$ cat src/rtl/mips_ctrl_pkg.sv
// Shared encodings for the multicycle MIPS control path: FSM states,
// primary opcodes and the datapath mux select codes.
package mips_ctrl_pkg;

   typedef enum logic [3:0] {
      S_FETCH     = 4'd0,
      S_DECODE    = 4'd1,
      S_MEM_ADDR  = 4'd2,
      S_MEM_READ  = 4'd3,
      S_MEM_WB    = 4'd4,
      S_MEM_WRITE = 4'd5,
      S_R_EXEC    = 4'd6,
      S_ALU_WB    = 4'd7,
      S_I_EXEC    = 4'd8,
      S_BRANCH    = 4'd9,
      S_JUMP      = 4'd10,
      S_JAL       = 4'd11,
      S_JR        = 4'd12,
      S_MULT      = 4'd13
   } state_e;

   localparam logic [5:0] OP_RTYPE = 6'h00;
   localparam logic [5:0] OP_J     = 6'h02;
   localparam logic [5:0] OP_JAL   = 6'h03;
   localparam logic [5:0] OP_BEQ   = 6'h04;
   localparam logic [5:0] OP_BNE   = 6'h05;
   localparam logic [5:0] OP_ADDI  = 6'h08;
   localparam logic [5:0] OP_SLTI  = 6'h0A;
   localparam logic [5:0] OP_ANDI  = 6'h0C;
   localparam logic [5:0] OP_ORI   = 6'h0D;
   localparam logic [5:0] OP_LUI   = 6'h0F;
   localparam logic [5:0] OP_LW    = 6'h23;
   localparam logic [5:0] OP_SW    = 6'h2B;

   // jr is flagged by the decoder with this flag_J_type value
   localparam logic [1:0] JTYPE_JR = 2'd2;

   localparam logic [1:0] PC_SRC_ALU    = 2'd0;
   localparam logic [1:0] PC_SRC_ALUOUT = 2'd1;
   localparam logic [1:0] PC_SRC_JUMP   = 2'd2;
   localparam logic [1:0] PC_SRC_RS     = 2'd3;

   localparam logic [1:0] M2R_ALUOUT = 2'd0;
   localparam logic [1:0] M2R_MDR    = 2'd1;
   localparam logic [1:0] M2R_PC     = 2'd2;
   localparam logic [1:0] M2R_LO     = 2'd3;

   localparam logic [1:0] ALUB_DEC    = 2'd0;
   localparam logic [1:0] ALUB_FOUR   = 2'd1;
   localparam logic [1:0] ALUB_OFFSET = 2'd2;

   localparam logic [1:0] ALUC_DEC = 2'd0;
   localparam logic [1:0] ALUC_ADD = 2'd1;
   localparam logic [1:0] ALUC_SUB = 2'd2;

endpackage

$ cat src/rtl/mult_wait_counter.sv
// Counts the cycles spent in MULT and flags the last one.
module mult_wait_counter #(
   parameter int unsigned MULT_CYCLES = 4
) (
   input  logic clk,
   input  logic reset,
   input  logic en,
   output logic done
);

   localparam logic [3:0] LAST = 4'(MULT_CYCLES - 1);

   logic [3:0] cnt_q, cnt_d;

   // done on the final multiply cycle; counter rests at zero outside MULT
   always_comb begin
      done  = en && (cnt_q == LAST);
      cnt_d = (en && !done) ? cnt_q + 4'd1 : 4'd0;
   end

   // cycle counter register
   always_ff @(posedge clk or negedge reset) begin
      if (!reset) cnt_q <= 4'd0;
      else        cnt_q <= cnt_d;
   end

endmodule

$ cat src/rtl/mips_multicycle_control.sv
// Multicycle MIPS control FSM: sequences fetch/decode/execute/memory/
// writeback and drives all datapath enables and mux selects.
//
// state     | meaning
// ----------+----------------------------------------------
// FETCH     | read instr at PC, PC+4, wait for mem_ready
// DECODE    | branch target into ALUOut, dispatch on opcode
// MEM_ADDR  | base + offset for lw/sw
// MEM_READ  | data read, wait for mem_ready
// MEM_WB    | MDR to register file
// MEM_WRITE | data write, held until mem_ready
// R_EXEC    | R-type ALU operation
// ALU_WB    | ALUOut (or LO for mflo) to register file
// I_EXEC    | I-type ALU operation
// BRANCH    | beq/bne compare, conditional PC load
// JUMP      | j
// JAL       | jal, link to $31
// JR        | PC from rs
// MULT      | multi-cycle multiply, HI/LO load on last cycle
module mips_multicycle_control
   import mips_ctrl_pkg::*;
#(
   parameter int unsigned MULT_CYCLES = 4,
   parameter int unsigned CNT_W       = 32
) (
   input  logic             clk,
   input  logic             reset,
   input  logic [5:0]       opcode,
   input  logic             flag_R_type,
   input  logic             flag_I_type,
   input  logic [1:0]       flag_J_type,
   input  logic [1:0]       flag_lw,
   input  logic             flag_sw,
   input  logic             mult_operation,
   input  logic             mflo_flag,
   input  logic             alu_zero,
   input  logic             mem_ready,
   output logic             IorD,
   output logic             mem_read,
   output logic             mem_write,
   output logic             ir_write,
   output logic             pc_write,
   output logic [1:0]       pc_src,
   output logic             alu_src_a,
   output logic [1:0]       alu_src_b,
   output logic [1:0]       alu_ctrl_sel,
   output logic             reg_write,
   output logic [1:0]       mem_to_reg,
   output logic             hi_lo_write,
   output logic             illegal_instr,
   output logic [3:0]       state_dbg,
   output logic [CNT_W-1:0] retired_cnt
);

   state_e             state_q, state_d;
   logic               mflo_q, mflo_d;
   logic [CNT_W-1:0]   retired_q;
   logic               retire;
   logic               illegal;
   logic               mult_done;

   logic               mem_write_raw, ir_write_raw, pc_write_raw;
   logic               reg_write_raw, hi_lo_write_raw;

   // Dispatch uses the opcode directly; these decoder flags carry no extra information
   logic unused_flags;
   assign unused_flags = ^{flag_R_type, flag_I_type, flag_lw, flag_sw};

   mult_wait_counter #(.MULT_CYCLES(MULT_CYCLES)) u_mult_wait (
      .clk   (clk),
      .reset (reset),
      .en    (state_q == S_MULT),
      .done  (mult_done)
   );

   // next-state and dispatch logic
   always_comb begin
      state_d = state_q;
      mflo_d  = mflo_q;
      illegal = 1'b0;
      case (state_q)
         S_FETCH:    if (mem_ready) state_d = S_DECODE;
         S_DECODE: begin
            mflo_d = 1'b0;
            case (opcode)
               OP_LW, OP_SW:   state_d = S_MEM_ADDR;
               OP_BEQ, OP_BNE: state_d = S_BRANCH;
               OP_J:           state_d = S_JUMP;
               OP_JAL:         state_d = S_JAL;
               OP_RTYPE: begin
                  if (flag_J_type == JTYPE_JR) state_d = S_JR;
                  else if (mult_operation)     state_d = S_MULT;
                  else if (mflo_flag) begin
                     state_d = S_ALU_WB;
                     mflo_d  = 1'b1;
                  end
                  else                         state_d = S_R_EXEC;
               end
               OP_ADDI, OP_SLTI, OP_ANDI, OP_ORI, OP_LUI: state_d = S_I_EXEC;
               default: begin
                  illegal = 1'b1;
                  state_d = S_FETCH;
               end
            endcase
         end
         S_MEM_ADDR:  state_d = (opcode == OP_LW) ? S_MEM_READ : S_MEM_WRITE;
         S_MEM_READ:  if (mem_ready) state_d = S_MEM_WB;
         S_MEM_WB:    state_d = S_FETCH;
         S_MEM_WRITE: if (mem_ready) state_d = S_FETCH;
         S_R_EXEC,
         S_I_EXEC:    state_d = S_ALU_WB;
         S_ALU_WB,
         S_BRANCH,
         S_JUMP,
         S_JAL,
         S_JR:        state_d = S_FETCH;
         S_MULT:      if (mult_done) state_d = S_FETCH;
         default:     state_d = S_FETCH;
      endcase
      // illegal exits from DECODE, so it is never counted here
      retire = (state_d == S_FETCH) && (state_q != S_FETCH) && (state_q != S_DECODE);
   end

   // state, mflo tag and retired-instruction counter
   always_ff @(posedge clk or negedge reset) begin
      if (!reset) begin
         state_q   <= S_FETCH;
         mflo_q    <= 1'b0;
         retired_q <= '0;
      end else begin
         state_q <= state_d;
         mflo_q  <= mflo_d;
         if (retire) retired_q <= retired_q + CNT_W'(1);
      end
   end

   // Moore output decode; only mem_ready, alu_zero and the MULT done gate strobes
   always_comb begin
      IorD            = 1'b0;
      mem_read        = 1'b0;
      mem_write_raw   = 1'b0;
      ir_write_raw    = 1'b0;
      pc_write_raw    = 1'b0;
      pc_src          = PC_SRC_ALU;
      alu_src_a       = 1'b0;
      alu_src_b       = ALUB_DEC;
      alu_ctrl_sel    = ALUC_DEC;
      reg_write_raw   = 1'b0;
      mem_to_reg      = M2R_ALUOUT;
      hi_lo_write_raw = 1'b0;
      case (state_q)
         S_FETCH: begin
            mem_read     = 1'b1;
            alu_src_b    = ALUB_FOUR;
            alu_ctrl_sel = ALUC_ADD;
            ir_write_raw = mem_ready;
            pc_write_raw = mem_ready;
         end
         S_DECODE: begin
            alu_src_b    = ALUB_OFFSET;
            alu_ctrl_sel = ALUC_ADD;
         end
         S_MEM_ADDR: begin
            alu_src_a    = 1'b1;
            alu_src_b    = ALUB_OFFSET;
            alu_ctrl_sel = ALUC_ADD;
         end
         S_MEM_READ: begin
            IorD     = 1'b1;
            mem_read = 1'b1;
         end
         S_MEM_WB: begin
            reg_write_raw = 1'b1;
            mem_to_reg    = M2R_MDR;
         end
         S_MEM_WRITE: begin
            IorD          = 1'b1;
            mem_write_raw = 1'b1;
         end
         S_R_EXEC,
         S_I_EXEC:    alu_src_a = 1'b1;
         S_ALU_WB: begin
            reg_write_raw = 1'b1;
            mem_to_reg    = mflo_q ? M2R_LO : M2R_ALUOUT;
         end
         S_BRANCH: begin
            alu_src_a    = 1'b1;
            alu_ctrl_sel = ALUC_SUB;
            pc_src       = PC_SRC_ALUOUT;
            pc_write_raw = (opcode == OP_BNE) ? !alu_zero : alu_zero;
         end
         S_JUMP: begin
            pc_write_raw = 1'b1;
            pc_src       = PC_SRC_JUMP;
         end
         S_JAL: begin
            reg_write_raw = 1'b1;
            mem_to_reg    = M2R_PC;
            pc_write_raw  = 1'b1;
            pc_src        = PC_SRC_JUMP;
         end
         S_JR: begin
            pc_write_raw = 1'b1;
            pc_src       = PC_SRC_RS;
         end
         S_MULT: begin
            alu_src_a       = 1'b1;
            hi_lo_write_raw = mult_done;
         end
         default: ;
      endcase
   end

   // strobes are forced low while reset is held so no partial write escapes
   assign mem_write     = reset & mem_write_raw;
   assign ir_write      = reset & ir_write_raw;
   assign pc_write      = reset & pc_write_raw;
   assign reg_write     = reset & reg_write_raw;
   assign hi_lo_write   = reset & hi_lo_write_raw;
   assign illegal_instr = reset & illegal;
   assign state_dbg     = state_q;
   assign retired_cnt   = retired_q;

endmodule
$ cat config.mk
export PLATFORM = sky130hd
export DESIGN_NAME = mips_multicycle_control
export DESIGN_NICKNAME = d
export VERILOG_FILES = /design/src/rtl/mips_ctrl_pkg.sv /design/src/rtl/mult_wait_counter.sv /design/src/rtl/mips_multicycle_control.sv
export SDC_FILE = /design/constraint.sdc
export NUM_CORES = 1
export LEC_CHECK = 0
export ABC_AREA = 1
export CORE_MARGIN = 2
export CORE_UTILIZATION = 40
export DETAILED_ROUTE_END_ITERATION = 16
export PLACE_DENSITY = 0.74
export SLEW_MARGIN = 20
export SYNTH_ARGS = -nofsm -noshare
export SYNTH_HDL_FRONTEND = slang
export SYNTH_SLANG_ARGS = --single-unit
$ cat constraint.sdc
create_clock -name clk -period 1.9 [get_ports clk]
set_clock_uncertainty 0.15 [all_clocks]
set_input_delay 0.38 -clock clk [delete_from_list [all_inputs] [get_ports clk]]
set_output_delay 0.38 -clock clk [all_outputs]
set_load 0.005 [all_outputs]
=== After elaboration in Yosys (flattened, before gate mapping) ===
Cells that the tools add are included.

* Add/sub/neg operators: 2
* Equal/unequal tests: 27
* Bitwise gates (word level): 6
* Reductions and logical operators: 23
* Mux-type cells: 31

{| class="wikitable"
|+ Operators by type and width
! operator !! number
|-
| $add A32 B1 Y32 const B || 1
|-
| $eq A6 B4 Y1 const B || 5
|-
| $mux W4 || 7
|-
| $pmux W4 S7 || 1
|-
| $eq A4 B4 Y1 const B || 6
|-
| $pmux W4 S6 || 1
|-
| $eq A4 B3 Y1 const B || 4
|-
| $mux W1 || 15
|-
| $reduce_or A2 Y1 || 7
|-
| $eq A4 B2 Y1 const B || 3
|-
| $eq A6 B2 Y1 const B || 2
|-
| $eq A6 B3 Y1 const B || 2
|-
| $eq A6 B6 Y1 const B || 2
|-
| $pmux W2 S3 || 2
|-
| $reduce_or A12 Y1 || 1
|-
| $reduce_or A5 Y1 || 2
|-
| $reduce_or A3 Y1 || 3
|-
| $logic_not A4 Y1 || 2
|-
| $pmux W2 S2 || 2
|-
| $and A1 B1 Y1 || 6
|-
| $logic_not A6 Y1 || 1
|-
| $add A4 B1 Y4 const B || 1
|-
| $eq A4 B1 Y1 const B || 1
|-
| $logic_and A1 B1 Y1 || 4
|-
| 7 further kinds || 8
|}

* Word-level logic and storage cells: 93
* Output and inout port bits: 53
* Bits of input ports: 19
* Flip-flop bits (word level): 41

=== Depth between registers and ports, before layout ===
* Depth in word-level cells: 8
* Mapped depth: 11
* Gate-level depth less buffers: 10

=== Modules after synthesis ===
From an unflattened synthesis, not the netlist that was laid out.

* Cell total of the unflattened synthesis: 483
* Area, all modules: 3000.4 um2

{| class="wikitable"
|+ By module, submodules not included
! module !! times used !! seq. area each (um2) !! area each (um2) !! cells each
|-
| mips_multicycle_control || 1 || 925.9 || 2811.4 || 462
|-
| mult_wait_counter || 1 || 100.1 || 188.9 || 21
|}

=== Least setup slack after synthesis ===
OpenSTA, ideal clock, no wires.

* Kind: reg-to-reg
* From: register retired_q[0] (netlist: retired_cnt[0])
* To: register retired_q[24] (netlist: retired_cnt[24])
* Path buffers: 0
* Stages on the path, launching flop included: 10
* Clock period less this slack: 1.779 ns
* Data required time: 1.627 ns
* Setup slack: 0.121 ns
* Data arrival time: 1.506 ns
* Cell sequence: dfrtp_1 > ha_1 > nand3_1 > nor2_1 > inv_1 > nor2_1 > nand2_1 > xnor2_1 > nand2_1 > nand2_1

* Cells in the longest elaborated chain, start to end: 1

{| class="wikitable"
|+ Ends and longest elaborated chain
! element !! RTL line !! source
|-
| start: declaration || mips_multicycle_control.sv:57 || <nowiki>logic [CNT_W-1:0] retired_q;</nowiki>
|-
| start signal: assignment || mips_multicycle_control.sv:133 || <nowiki>if (retire) retired_q <= retired_q + CNT_W'(1);</nowiki>
|-
| $add A32 B1 Y32 || mips_multicycle_control.sv:133 ||
|}

Every way passes these cells.
A chain may end at the register's enable or synchronous reset.

=== Final worst setup path ===
* From: register state_q[2] (netlist: state_dbg[2])
* To: output port alu_src_a

* Cells in the longest elaborated chain, start to end: 3
* Elaborated cells on any way between the ends: 7

{| class="wikitable"
|+ Ends and longest elaborated chain
! element !! RTL line !! source
|-
| start: declaration || mips_multicycle_control.sv:55 || <nowiki>state_e state_q, state_d;</nowiki>
|-
| start signal: assignment || mips_multicycle_control.sv:131 || <nowiki>state_q <= state_d;</nowiki>
|-
| $eq A4 B4 Y1 (tied with other cells) || mips_multicycle_control.sv:151 || <nowiki>case (state_q)</nowiki>
|-
| $reduce_or A5 Y1 (no source line) (*) || -- ||
|-
| $mux W1 (*) || mips_multicycle_control.sv:151 ||
|-
| end: declaration || mips_multicycle_control.sv:44 || <nowiki>output logic alu_src_a,</nowiki>
|}

Mark *: on every way between the ends. The rest lies on a longest branch, timed or not.

==> flow_metrics.tcl <==
set metrics [dict create \
    leakage_uw 0.002522 \
    ir_drop_mv 0.6337 \
    avgSynthCellArea_um2 6.530 \
    io_buffers 66 \
    syn-num-nets 477 \
    power.switching_uw 2023 \
    worst_pin_slew_ns 0.5219 \
    drtPass1Iterations 7 \
    rsz0062_at_grt "yes" \
    finalInstanceArea_um2 5076 \
    vias 3876 \
    start_kind "flop" \
    antenna_found_initial 0 \
    fp.coreArea_um2 7214 \
    ctsRootBufferMaster "clkbuf_8" \
    final_cell_mix "nand2_1 (154), nor2_1 (55), buf_4 (55), clkdlybuf4s50_1 (37), dfrtp_1 (32)" \
    synthCells 456 \
    grt_usage_pct 25.21 \
    violations "setup timing" \
    cp.required_ns 1.37 \
    synth_cell_types 32 \
    drive_gt1_share_pct 35.02 \
    grt_pass1_wl_um 16830 \
    max_freq_mhz 449.3 \
    placed_area_um2 4202 \
    slew_headroom_pct 65.21 \
    drtIter0Drc 408 \
    grt_max_degree 42 \
    hp-class "input port to async pin" \
    drc 0 \
    area_growth_syn_to_layout_pct 70.46 \
    numCtsBuffers 5 \
    ioPinCount 72 \
    fillCellCount 533 \
    switching_share_pct 38.66 \
    clkLatencyLatePin_ns 0.30 \
    grt-ovfl-total 0 \
    fin_crit_sh_pct 117.2 \
    p_comb_share_pct 63.3 \
    cts.sinks 41 \
    yosys_warnings 0 \
    antenna_cells 0 \
    synth-seq-cells 41 \
    p_total_uw 5233 \
    avgViaCountPerCell 5.436 \
    htreeDepth 2 \
    end_kind "output port" \
    fp.dieW_um 90.28 \
    report.final.slew_viol_count 0 \
    p_int_uw 3210 \
    start_util_pct 41.28 \
    setup_viol 51 \
    arrival_ns 1.70 \
    grt_pass1_vias 3489 \
    hold_violations 0 \
    hpwlAfterDp_um 6893 \
    globalplace.congestion 0.9514 \
    setup_ws_ns -0.3259 \
    wire_per_inst_um 16.40 \
    cts_tree "done" \
    synth_seq_area_share_pct 34.45 \
    clock_path_buffers 2 \
    worst_hold_slack_ns 0.1226 \
    setup.worst_path.class "flop to output port" \
    wl_um 11700 \
    cts.clk_slew.worst_paths_ns 0.08 \
    power_density_nw_per_um2 1031 \
    layout_commonest_cell "nand2_1" \
    rows 31 \
    die-height_um 90.28 \
    dieArea_um2 8150 \
    cap_violations 0 \
    syn-cell-area_um2 2978 \
    nets 634 \
    final_antenna_net_count 0 \
    fin_crit_ns 2.226 \
    p_seq_share_pct 20.7 \
    path_max_fanout 5 \
    clock_power_share_pct 16.0 \
    status "finished, violations left" \
]
[area by class of cell]
| type | instances | area, µm² | area share, % |
|---|---|---|---|
| clock buffer | 5 | 68.82 | 1.356 |
| multi-input combinational | 368 | 2056 | 40.50 |
| inverter | 38 | 150.1 | 2.958 |
| clock inverter | 3 | 65.06 | 1.282 |
| tap | 99 | 123.9 | 2.440 |
| timing repair buffer | 159 | 1575 | 31.03 |
| sequential | 41 | 1037 | 20.43 |
[metrics by stage]
| step | instances | TNS [ns] | setup slack (ns) | util (%) |
|---|---|---|---|---|
| floorplan | 456 | 0 | 0.1213 | - |
| global placement | 673 | -15.58 | -0.6789 | 58.24 |
| detailed placement | 673 | -17.98 | -0.7659 | 58.24 |
| CTS | 705 | -7.197 | -0.2565 | 65.44 |
| global route | 713 | -13.53 | -0.3704 | 70.36 |
| finish | 713 | -10.74 | -0.3259 | 70.36 |
[worst paths after layout]
| check | to | slack [ns] | from | cells after the start |
|---|---|---|---|---|
| setup / recovery | alu_src_a | -0.33 | state_dbg[2] | 6 |
| hold / removal | retired_cnt[31] | 0.12 | reset | 3 |
| setup reg to reg | retired_cnt[6] | -0.28 | state_dbg[3] | 12 |
| hold reg to reg | u_mult_wait.cnt_q[0] | 0.38 | u_mult_wait.cnt_q[0] | 2 |
| max in group asynchronous | state_dbg[0] | 1.08 | reset | 3 |
| min in group clk | u_mult_wait.cnt_q[0] | 0.38 | u_mult_wait.cnt_q[0] | 2 |
[metal layers]
layer / part of all wire [%] / global-route usage [%] / up-vias / wire [µm]
met2: 49 / 43.73 / 241 / 5697
li1: - / - / 1781 / -
met1: 40 / 32.41 / 1798 / 4701
met3: 7.4 / 4.841 / 56 / 863
met4: 3.7 / 6.282 / 0 / 433
met5: 0 / 0 / - / 0
[sequential cells by signal, summed over array words and instances, names as in the netlist]
name               flops
retired_cnt           32
state_dbg              4
u_mult_wait.cnt_q      4
mflo_q                 1
[worst max-delay path: stages (launching register included)]
cell	delay [ns]
dfrtp_2	0.49
inv_4	0.11
nor2_2	0.07
nand3_2	0.11
nand2_2	0.07
or4_1	0.41
buf_2	0.15
[power groups by stage]
stage | Sequential [µW] | Combinational [µW] | Clock [µW]
4_1_cts | 1060 | 2700 | 845
3_3_place_gp | 1060 | 1840 | 0
6_report | 1080 | 3310 | 839
2_1_floorplan | 1060 | 836 | 0
5_1_grt | 1090 | 3460 | 881
3_5_place_dp | 1060 | 1870 | 0
[what timing repair did]
action / 4_1_cts / 5_1_grt
cloned: 3 / 3
gates resized for setup: 131 / 112
setup endpoints to repair: 52 / 60
hold buffers: 0 / 0
setup buffers: 23 / 9
pin swaps: 24 / 36
[synthesized netlist by cell type]
cell type	instances	area [µm²]
nor4_1	2	12.51
xor2_1	15	131.4
nand3b_1	7	52.55
inv_1	35	131.4
nand2_2	2	12.51
a21o_1	1	7.510
nor2_4	3	33.78
dfrtp_1	41	1026
xnor2_1	7	61.31
buf_2	1	5.000
a31oi_1	1	6.260
nor2_1	63	236.5
a21oi_1	3	15.01
o21ai_0	35	175.2
nand3_2	2	20.02
nand2_1	171	641.9
inv_2	3	11.26
nor3b_1	2	15.01
buf_6	3	33.78
or4_1	1	7.510
nand4_1	6	37.54
clkbuf_2	5	25.02
o211ai_1	1	7.510
nor3_1	11	55.05
o31ai_1	1	7.510
nand2_4	1	11.26
o21ai_1	4	20.02
nand3_4	1	17.52
nand3_1	22	110.1
or2_2	1	6.260
ha_1	2	25.02
nor2_2	3	18.77
[logic make-up (layout without fill, tap and decap cells)]
group,count (synthesis),count (layout),synth area share [%]
fa+ha+maj,2,2,0.8402
compound gates,46,46,8.026
xor+xnor,22,22,6.471
simple gates,298,298,43.28
buf+inv,47,205,6.933
flops,41,41,34.45
(Power assumes the default switching activity.)
